$ cat config.mk
export PLATFORM = sky130hd
export DESIGN_NAME = my_spi_master_flat
export DESIGN_NICKNAME = d
export VERILOG_FILES = /design/src/rtl/my_spi_pkg.sv /design/src/rtl/my_spi_master_if.sv /design/src/rtl/my_spi_master_sync2.sv /design/src/rtl/my_spi_master.sv /design/src/flat_wrapper.sv
export SDC_FILE = /design/constraint.sdc
export NUM_CORES = 1
export LEC_CHECK = 0
export BUFFER_PORTS_ARGS = -buffer_cell sky130_fd_sc_hd__buf_2
export CORE_ASPECT_RATIO = 1.75
export CORE_MARGIN = 5
export CORE_UTILIZATION = 54
export CTS_BUF_LIST = sky130_fd_sc_hd__clkbuf_4
export DETAILED_ROUTE_END_ITERATION = 12
export GPL_TIMING_DRIVEN = 0
export MAX_ROUTING_LAYER = met4
export PLACE_DENSITY = 0.76
export SYNTH_ARGS = -nofsm -noshare
export SYNTH_HDL_FRONTEND = slang
export SYNTH_SLANG_ARGS = --single-unit
$ cat constraint.sdc
create_clock -name theClock -period 2.4 [get_ports theClock]
set_input_delay 0.48 -clock theClock [delete_from_list [all_inputs] [get_ports theClock]]
set_output_delay 0.48 -clock theClock [all_outputs]
set_load 0.005 [all_outputs]
$ cat src/rtl/my_spi_pkg.sv
// Shared types and constants for the SPI register link (master side and slave-facing addresses).
package my_spi_pkg;

  typedef enum logic [2:0] {
    IDLE,
    CS_SETUP,
    LOW,
    HIGH,
    CS_HOLD,
    GAP,
    DONE
  } spi_state_e;

  localparam int FRAME_BITS = 32;
  localparam int CMD_BITS   = 16;
  localparam int WR_BIT     = 15;

  // Register map of the FPGA SPI register slave
  localparam logic [14:0] REG_STATUS  = 15'h001;
  localparam logic [14:0] REG_LED70   = 15'h002;
  localparam logic [14:0] REG_SCRATCH = 15'h011;

  function automatic logic [FRAME_BITS-1:0] make_frame(input logic wr,
                                                       input logic [14:0] addr,
                                                       input logic [15:0] wdata);
    return {wr, addr, wdata};
  endfunction

endpackage

$ cat src/rtl/my_spi_master_if.sv
// Host-side start/busy/done handshake of the SPI master.
interface my_spi_master_if;
  import my_spi_pkg::*;

  logic        start;
  logic        wr;
  logic [14:0] addr;
  logic [15:0] wdata;
  logic [15:0] rd_data;
  logic        busy;
  logic        done;

  modport master (output start, wr, addr, wdata, input rd_data, busy, done);
  modport slave  (input start, wr, addr, wdata, output rd_data, busy, done);

endinterface

$ cat src/rtl/my_spi_master_sync2.sv
// Two-flop synchroniser for asynchronous inputs into the theClock domain.
module my_spi_sync2 #(
  parameter int WIDTH = 1
) (
  input  logic             theClock,
  input  logic             theReset,
  input  logic [WIDTH-1:0] raw,
  output logic [WIDTH-1:0] synced
);

  logic [WIDTH-1:0] meta;

  always_ff @(posedge theClock) begin
    if (theReset) begin
      meta   <= '0;
      synced <= '0;
    end else begin
      meta   <= raw;
      synced <= meta;
    end
  end

endmodule

$ cat src/rtl/my_spi_master.sv
// Mode-0 SPI master sending 32-bit {wr, addr, data} frames to the FPGA register slave;
// a one-period CS_SETUP pause separates the command half from the data half.
module my_spi_master
  import my_spi_pkg::*;
#(
  parameter int CLK_DIV = 8
) (
  input  logic           theClock,
  input  logic           theReset,
  my_spi_master_if.slave host,
  output logic           spi_clk,
  output logic           spi_cs,
  output logic           spi_sdo,
  input  logic           spi_sdi
);

  localparam logic [8:0] DIV_LOAD    = 9'(CLK_DIV - 1);
  localparam logic [8:0] GAP_LOAD    = 9'(2 * CLK_DIV - 1);
  localparam logic [5:0] CMD_COUNT   = 6'(CMD_BITS);
  localparam logic [5:0] FRAME_COUNT = 6'(FRAME_BITS);

  spi_state_e      state, state_next;
  logic [8:0]      div_cnt, div_next;
  logic [5:0]      bit_cnt, bit_next, bit_inc;
  logic [31:0]     tx, tx_next;
  logic [15:0]     rx, rx_next, rd_data;
  logic            sdi_sync, div_last, accept;
  logic            cs_next, clk_next, sdo_next;

  my_spi_sync2 #(.WIDTH(1)) u_sdi_sync (
    .theClock (theClock),
    .theReset (theReset),
    .raw      (spi_sdi),
    .synced   (sdi_sync)
  );

  always_comb begin
    state_next = state;
    div_next   = div_cnt;
    bit_next   = bit_cnt;
    tx_next    = tx;
    rx_next    = rx;
    bit_inc    = bit_cnt + 6'd1;
    div_last   = (div_cnt == '0);
    accept     = host.start && (state == IDLE || state == DONE);

    case (state)
      IDLE: state_next = IDLE;
      CS_SETUP: if (div_last) begin
        state_next = HIGH;
        if (bit_cnt >= CMD_COUNT) rx_next = {rx[14:0], sdi_sync};
      end
      HIGH: if (div_last) begin
        bit_next = bit_inc;
        if (bit_inc == FRAME_COUNT) begin
          state_next = CS_HOLD;
        end else begin
          state_next = LOW;
          tx_next    = {tx[30:0], 1'b0};
        end
      end
      // The low half after the last command bit hands over to the mid-frame CS_SETUP pause
      LOW: if (div_last) begin
        if (bit_cnt >= CMD_COUNT) rx_next = {rx[14:0], sdi_sync};
        state_next = (bit_cnt == CMD_COUNT) ? CS_SETUP : HIGH;
      end
      CS_HOLD: if (div_last) state_next = GAP;
      GAP:     if (div_last) state_next = DONE;
      DONE:    state_next = IDLE;
      default: state_next = IDLE;
    endcase

    if (accept) begin
      state_next = CS_SETUP;
      tx_next    = make_frame(host.wr, host.addr, host.wdata);
      bit_next   = '0;
    end

    if (state_next != state) begin
      case (state_next)
        GAP:                         div_next = GAP_LOAD;
        CS_SETUP, LOW, HIGH, CS_HOLD: div_next = DIV_LOAD;
        default:                     div_next = '0;
      endcase
    end else if (!div_last) begin
      div_next = div_cnt - 9'd1;
    end

    // Pins are registered from the next state so they switch cleanly with the FSM
    cs_next  = !(state_next inside {CS_SETUP, LOW, HIGH, CS_HOLD});
    clk_next = (state_next == HIGH);
    sdo_next = (state_next inside {CS_SETUP, LOW, HIGH}) && tx_next[31];
  end

  always_ff @(posedge theClock) begin
    if (theReset) begin
      state   <= IDLE;
      div_cnt <= '0;
      bit_cnt <= '0;
      tx      <= '0;
      rx      <= '0;
      rd_data <= '0;
      spi_cs  <= 1'b1;
      spi_clk <= 1'b0;
      spi_sdo <= 1'b0;
    end else begin
      state   <= state_next;
      div_cnt <= div_next;
      bit_cnt <= bit_next;
      tx      <= tx_next;
      rx      <= rx_next;
      spi_cs  <= cs_next;
      spi_clk <= clk_next;
      spi_sdo <= sdo_next;
      if (state_next == DONE) rd_data <= rx_next;
    end
  end

  assign host.rd_data = rd_data;
  assign host.busy    = (state != IDLE) && (state != DONE);
  assign host.done    = (state == DONE);

endmodule
$ cat src/flat_wrapper.sv
// flat-port wrapper written by rule: the top's interface ports become plain ports
module my_spi_master_flat import my_spi_pkg::*;
#(
  parameter int CLK_DIV = 8
)
  (theClock, theReset, spi_clk, spi_cs, spi_sdo, spi_sdi, host_start, host_wr, host_addr, host_wdata, host_rd_data, host_busy, host_done);
  my_spi_master_if host_i ();
  input  logic theClock;
  input  logic theReset;
  output logic spi_clk;
  output logic spi_cs;
  output logic spi_sdo;
  input  logic spi_sdi;
  input wire logic [$bits(host_i.start)-1:0] host_start;
  input wire logic [$bits(host_i.wr)-1:0] host_wr;
  input wire logic [$bits(host_i.addr)-1:0] host_addr;
  input wire logic [$bits(host_i.wdata)-1:0] host_wdata;
  output wire logic [$bits(host_i.rd_data)-1:0] host_rd_data;
  output wire logic [$bits(host_i.busy)-1:0] host_busy;
  output wire logic [$bits(host_i.done)-1:0] host_done;
  assign host_i.start = host_start;
  assign host_i.wr = host_wr;
  assign host_i.addr = host_addr;
  assign host_i.wdata = host_wdata;
  assign host_rd_data = host_i.rd_data;
  assign host_busy = host_i.busy;
  assign host_done = host_i.done;
  my_spi_master #(.CLK_DIV(CLK_DIV)) u_core (.theClock(theClock), .theReset(theReset), .host(host_i), .spi_clk(spi_clk), .spi_cs(spi_cs), .spi_sdo(spi_sdo), .spi_sdi(spi_sdi));
endmodule
==> flow_metrics.env <==
export IMPL_worst_path_buf_inv=3
export IMPL_gp_congestion=0.870
export IMPL_drive_above_1_share_pct=21.7
export IMPL_grt_setup_unrepaired="no"
export IMPL_end_kind="output port"
export IMPL_timing_final_crit_share_pct=95.5
export IMPL_grt_max_degree=15
export IMPL_p_leak_nw=1.81
export IMPL_worst_clock_skew_ns=0.0105
export IMPL_met3_length_um=487
export IMPL_final_antenna_net_count=0
export IMPL_crit_path_max_incr_delay_ns=0.37
export IMPL_dieWidth_um=74.9
export IMPL_setup_viol=0
export IMPL_holdBufCountCts=0
export IMPL_holdPathStages=2
export IMPL_layout_setup_ws_ns=0.107
export IMPL_clock_latency_ns=0.46
export IMPL_wl_met1_um=3660
export IMPL_vias=3662
export IMPL_viasPerCell=5.94
export IMPL_highest_layer="met4"
export IMPL_dr_first_iter_drc_count=152
export IMPL_initial_core_util_pct=55.4
export IMPL_fill_cells=631
export IMPL_postSynthCellCount=452
export IMPL_syn_area_mm2=0.00398
export IMPL_die_h_um=124
export IMPL_fmax_mhz=436
export IMPL_remaining_drc_errors=0
export IMPL_design_die_area_mm2=0.00926
export IMPL_yosys_top_cells_area="dfxtp_1, nand3_1, a22oi_1"
export IMPL_cts_tree="built"
export IMPL_crit_fanout=9
export IMPL_area_delta_synth_final_pct=15.6
export IMPL_grt_use_total_pct=22.0
export IMPL_required_ns=1.92
export IMPL_clock_sinks=87
export IMPL_diodes=0
export IMPL_crit_path_start_kind="flop"
export IMPL_grt_pass1_wl_um=15500
export IMPL_yosysTopAreaCellShare_pct=43.7
export IMPL_ys_seq_area_share_pct=43.7
export IMPL_maxSlewViolCount=0
export IMPL_synthArstFlopShare_pct=0
export IMPL_grt_antenna_before_repair=0
export IMPL_synth_edf_count=0
export IMPL_grt_pass1_vias=3572
export IMPL_regToRegStartpoint="u_core.div_cnt[0]"
export IMPL_htree_num_levels=3
export IMPL_placeableCoreArea_mm2=0.00718
export IMPL_ir_drop_uv=416
export IMPL_hold_viol=0
export IMPL_slew_headroom_pct=62.9
export IMPL_arrival_ns=1.81
export IMPL_hold_path_end="u_core.u_sdi_sync.meta"
export IMPL_dp_hpwl_um=6930
export IMPL_worst_pin_slew_ns=0.552
export IMPL_numPortBuffers=56
export IMPL_path_clk_slew_ns=0.14
export IMPL_wl_um=9410
export IMPL_cts_buffer_depth=2
export IMPL_reg2reg_slack_ns=0.17
export IMPL_wire_per_inst_um=15.3
export IMPL_drv_cap=0
export IMPL_dr_pass1_iters=5
export IMPL_synth_flop_cell="dfxtp_1"
export IMPL_gr_total_overflow=0
export IMPL_nets=567
export IMPL_status="completed"
export IMPL_wl_met2_um=5050
export IMPL_p_per_area_mw_per_mm2=872
export IMPL_crit_path_cell_trace="buf_2 > nor2b_1 > clkbuf_1 > or3_1 > buf_2"
export IMPL_cpMostUsedCell="buf_2"
export IMPL_yosysTopAreaCell="dfxtp_1"
export IMPL_synth_seq_cells=87
export IMPL_hold_start="spi_sdi"
export IMPL_syn_avg_cell_area_um2=8.81
export IMPL_startpoint="u_core.state[1]"
export IMPL_hold_path_class="in2reg"
export IMPL_rows=41
export IMPL_root_buffer="clkbuf_4"
export IMPL_design_area_mm2=0.00460
export IMPL_rr_worst_depth=10
export IMPL_pre_cts_slack_ns=-0.115
export IMPL_post_dp_cell_area_mm2=0.00437
export IMPL_crit_slowest_cell="or3_1"
export IMPL_rr_endpoint="u_core.host.rd_data[9]"
export IMPL_path_delay_family="buffers and inverters"
export IMPL_syn_num_nets=493
export IMPL_ys_warn_count=0
export IMPL_ys_types=49
export IMPL_num_io_pins=57
export IMPL_finalCriticalPeriod_ns=2.29
export IMPL_numCtsBuffers=9
export IMPL_worstSetupPathType="reg2out"
[layout by cell type (no fill, tap or decap), drive strengths merged, types with 2 or more instances in the layout]
master / n
a211oi: 21
a21oi: 11
a22oi: 30
a31oi: 3
and3: 2
and4: 3
buf: 74
bufinv: 2
clkbuf: 35
clkinv: 3
clkinvlp: 2
dfxtp: 87
ha: 5
inv: 8
mux2i: 17
nand2: 9
nand3: 97
nand4: 3
nor2: 55
nor2b: 6
nor3: 12
nor3b: 2
nor4: 3
o211ai: 3
o21ai: 6
o31ai: 5
or3: 2
xnor2: 5
xor2: 5
[metal layers]
metal,up-vias,global-route usage [%]
li1,1801,-
met1,1744,22.2
met2,94,39.2
met3,23,5.74
met4,0,9.02
met5,-,-
[through the flow]
step / total power [mW] / setup TNS, ns / util [%] / std cells / hold WS, ns
2_1_floorplan: 2.72 / 0 / - / 452 / 0.414
3_3_place_gp: 2.99 / -0.410 / 60.8 / 594 / 0.426
3_5_place_dp: 3.04 / -2.56 / 60.8 / 594 / 0.433
4_1_cts: 4.01 / 0 / 63.3 / 613 / 0.195
5_1_grt: 4.25 / 0 / 64.1 / 617 / 0.215
6_report: 4.02 / 0 / 64.1 / 617 / 0.213
[area by class of cell]
cell class                 count  area (um2)  share of cell area, %
timing repair buffer          64         340                   7.39
clock buffer                   9        67.6                   1.47
inverter                       8        30.0                  0.652
sequential                    87        1740                   37.8
buffer                        36         186                   4.05
multi-input combinational    320        2040                   44.4
tap                           86         108                   2.34
clock inverter                 7        87.6                   1.90
[flip-flops by register name (all words and copies together), names as in the netlist]
register	cells
u_core.host.rd_data	16
u_core.spi_clk	1
u_core.u_sdi_sync.meta	1
u_core.state	3
u_core.u_sdi_sync.synced	1
u_core.rx	16
u_core.tx	32
u_core.spi_sdo	1
u_core.spi_cs	1
u_core.bit_cnt	6
u_core.div_cnt	9
[synthesized netlist by cell type, types with 3 or more instances]
| cell | instances |
|---|---|
| inv_1 | 8 |
| o21ai_0 | 6 |
| nand2_1 | 8 |
| a22oi_1 | 30 |
| clkbuf_1 | 26 |
| nand4_1 | 3 |
| nor2b_1 | 6 |
| a211oi_1 | 10 |
| mux2i_1 | 17 |
| ha_1 | 5 |
| a31oi_1 | 3 |
| nor2_1 | 55 |
| a211oi_2 | 11 |
| xor2_1 | 5 |
| o31ai_1 | 4 |
| buf_2 | 6 |
| dfxtp_1 | 87 |
| nor3_1 | 11 |
| buf_4 | 4 |
| a21oi_1 | 11 |
| xnor2_1 | 5 |
| nand3_1 | 97 |
| o211ai_1 | 3 |
[power breakdown]
group	internal, mW	leakage (nW)	switching [mW]	total [mW]
clock network	0.413	0.0770	0.507	0.920
logic	0.548	1.02	0.775	1.32
registers	1.62	0.708	0.155	1.77
total	2.58	1.81	1.44	4.02
[cell families (layout without fill, tap and decap cells)]
kind of cell / after synthesis / count (layout) / share of synthesized area, %
and+or+nand+nor: 200 / 200 / 25.7
DFF: 87 / 87 / 43.7
adders and majority gates: 5 / 5 / 1.57
AOI/OAI and AO/OA: 88 / 88 / 17.3
buffers and inverters: 45 / 124 / 5.22
muxes: 17 / 17 / 4.27
xor gates and xnor gates: 10 / 10 / 2.20
[worst max path at each step]
stage,slack (ns),endpoint,cells after the start
global route,0.02,u_core.tx[16],7
global placement,-0.06,u_core.host.rd_data[13],8
finish,0.11,host_busy,5
detailed placement,-0.12,u_core.host.rd_data[10],8
CTS,0.06,u_core.host.rd_data[7],9
floorplan,0.28,u_core.host.rd_data[10],8
[what timing repair did]
item / 4_1_cts / 5_1_grt
setup buffers: 3 / 5
endpoints found under the setup margin: 51 / 52
pin swaps: 0 / 1
cloned: 0 / 0
resized for setup: 0 / 22
Note: power is estimated with default switching activity, not from simulation.
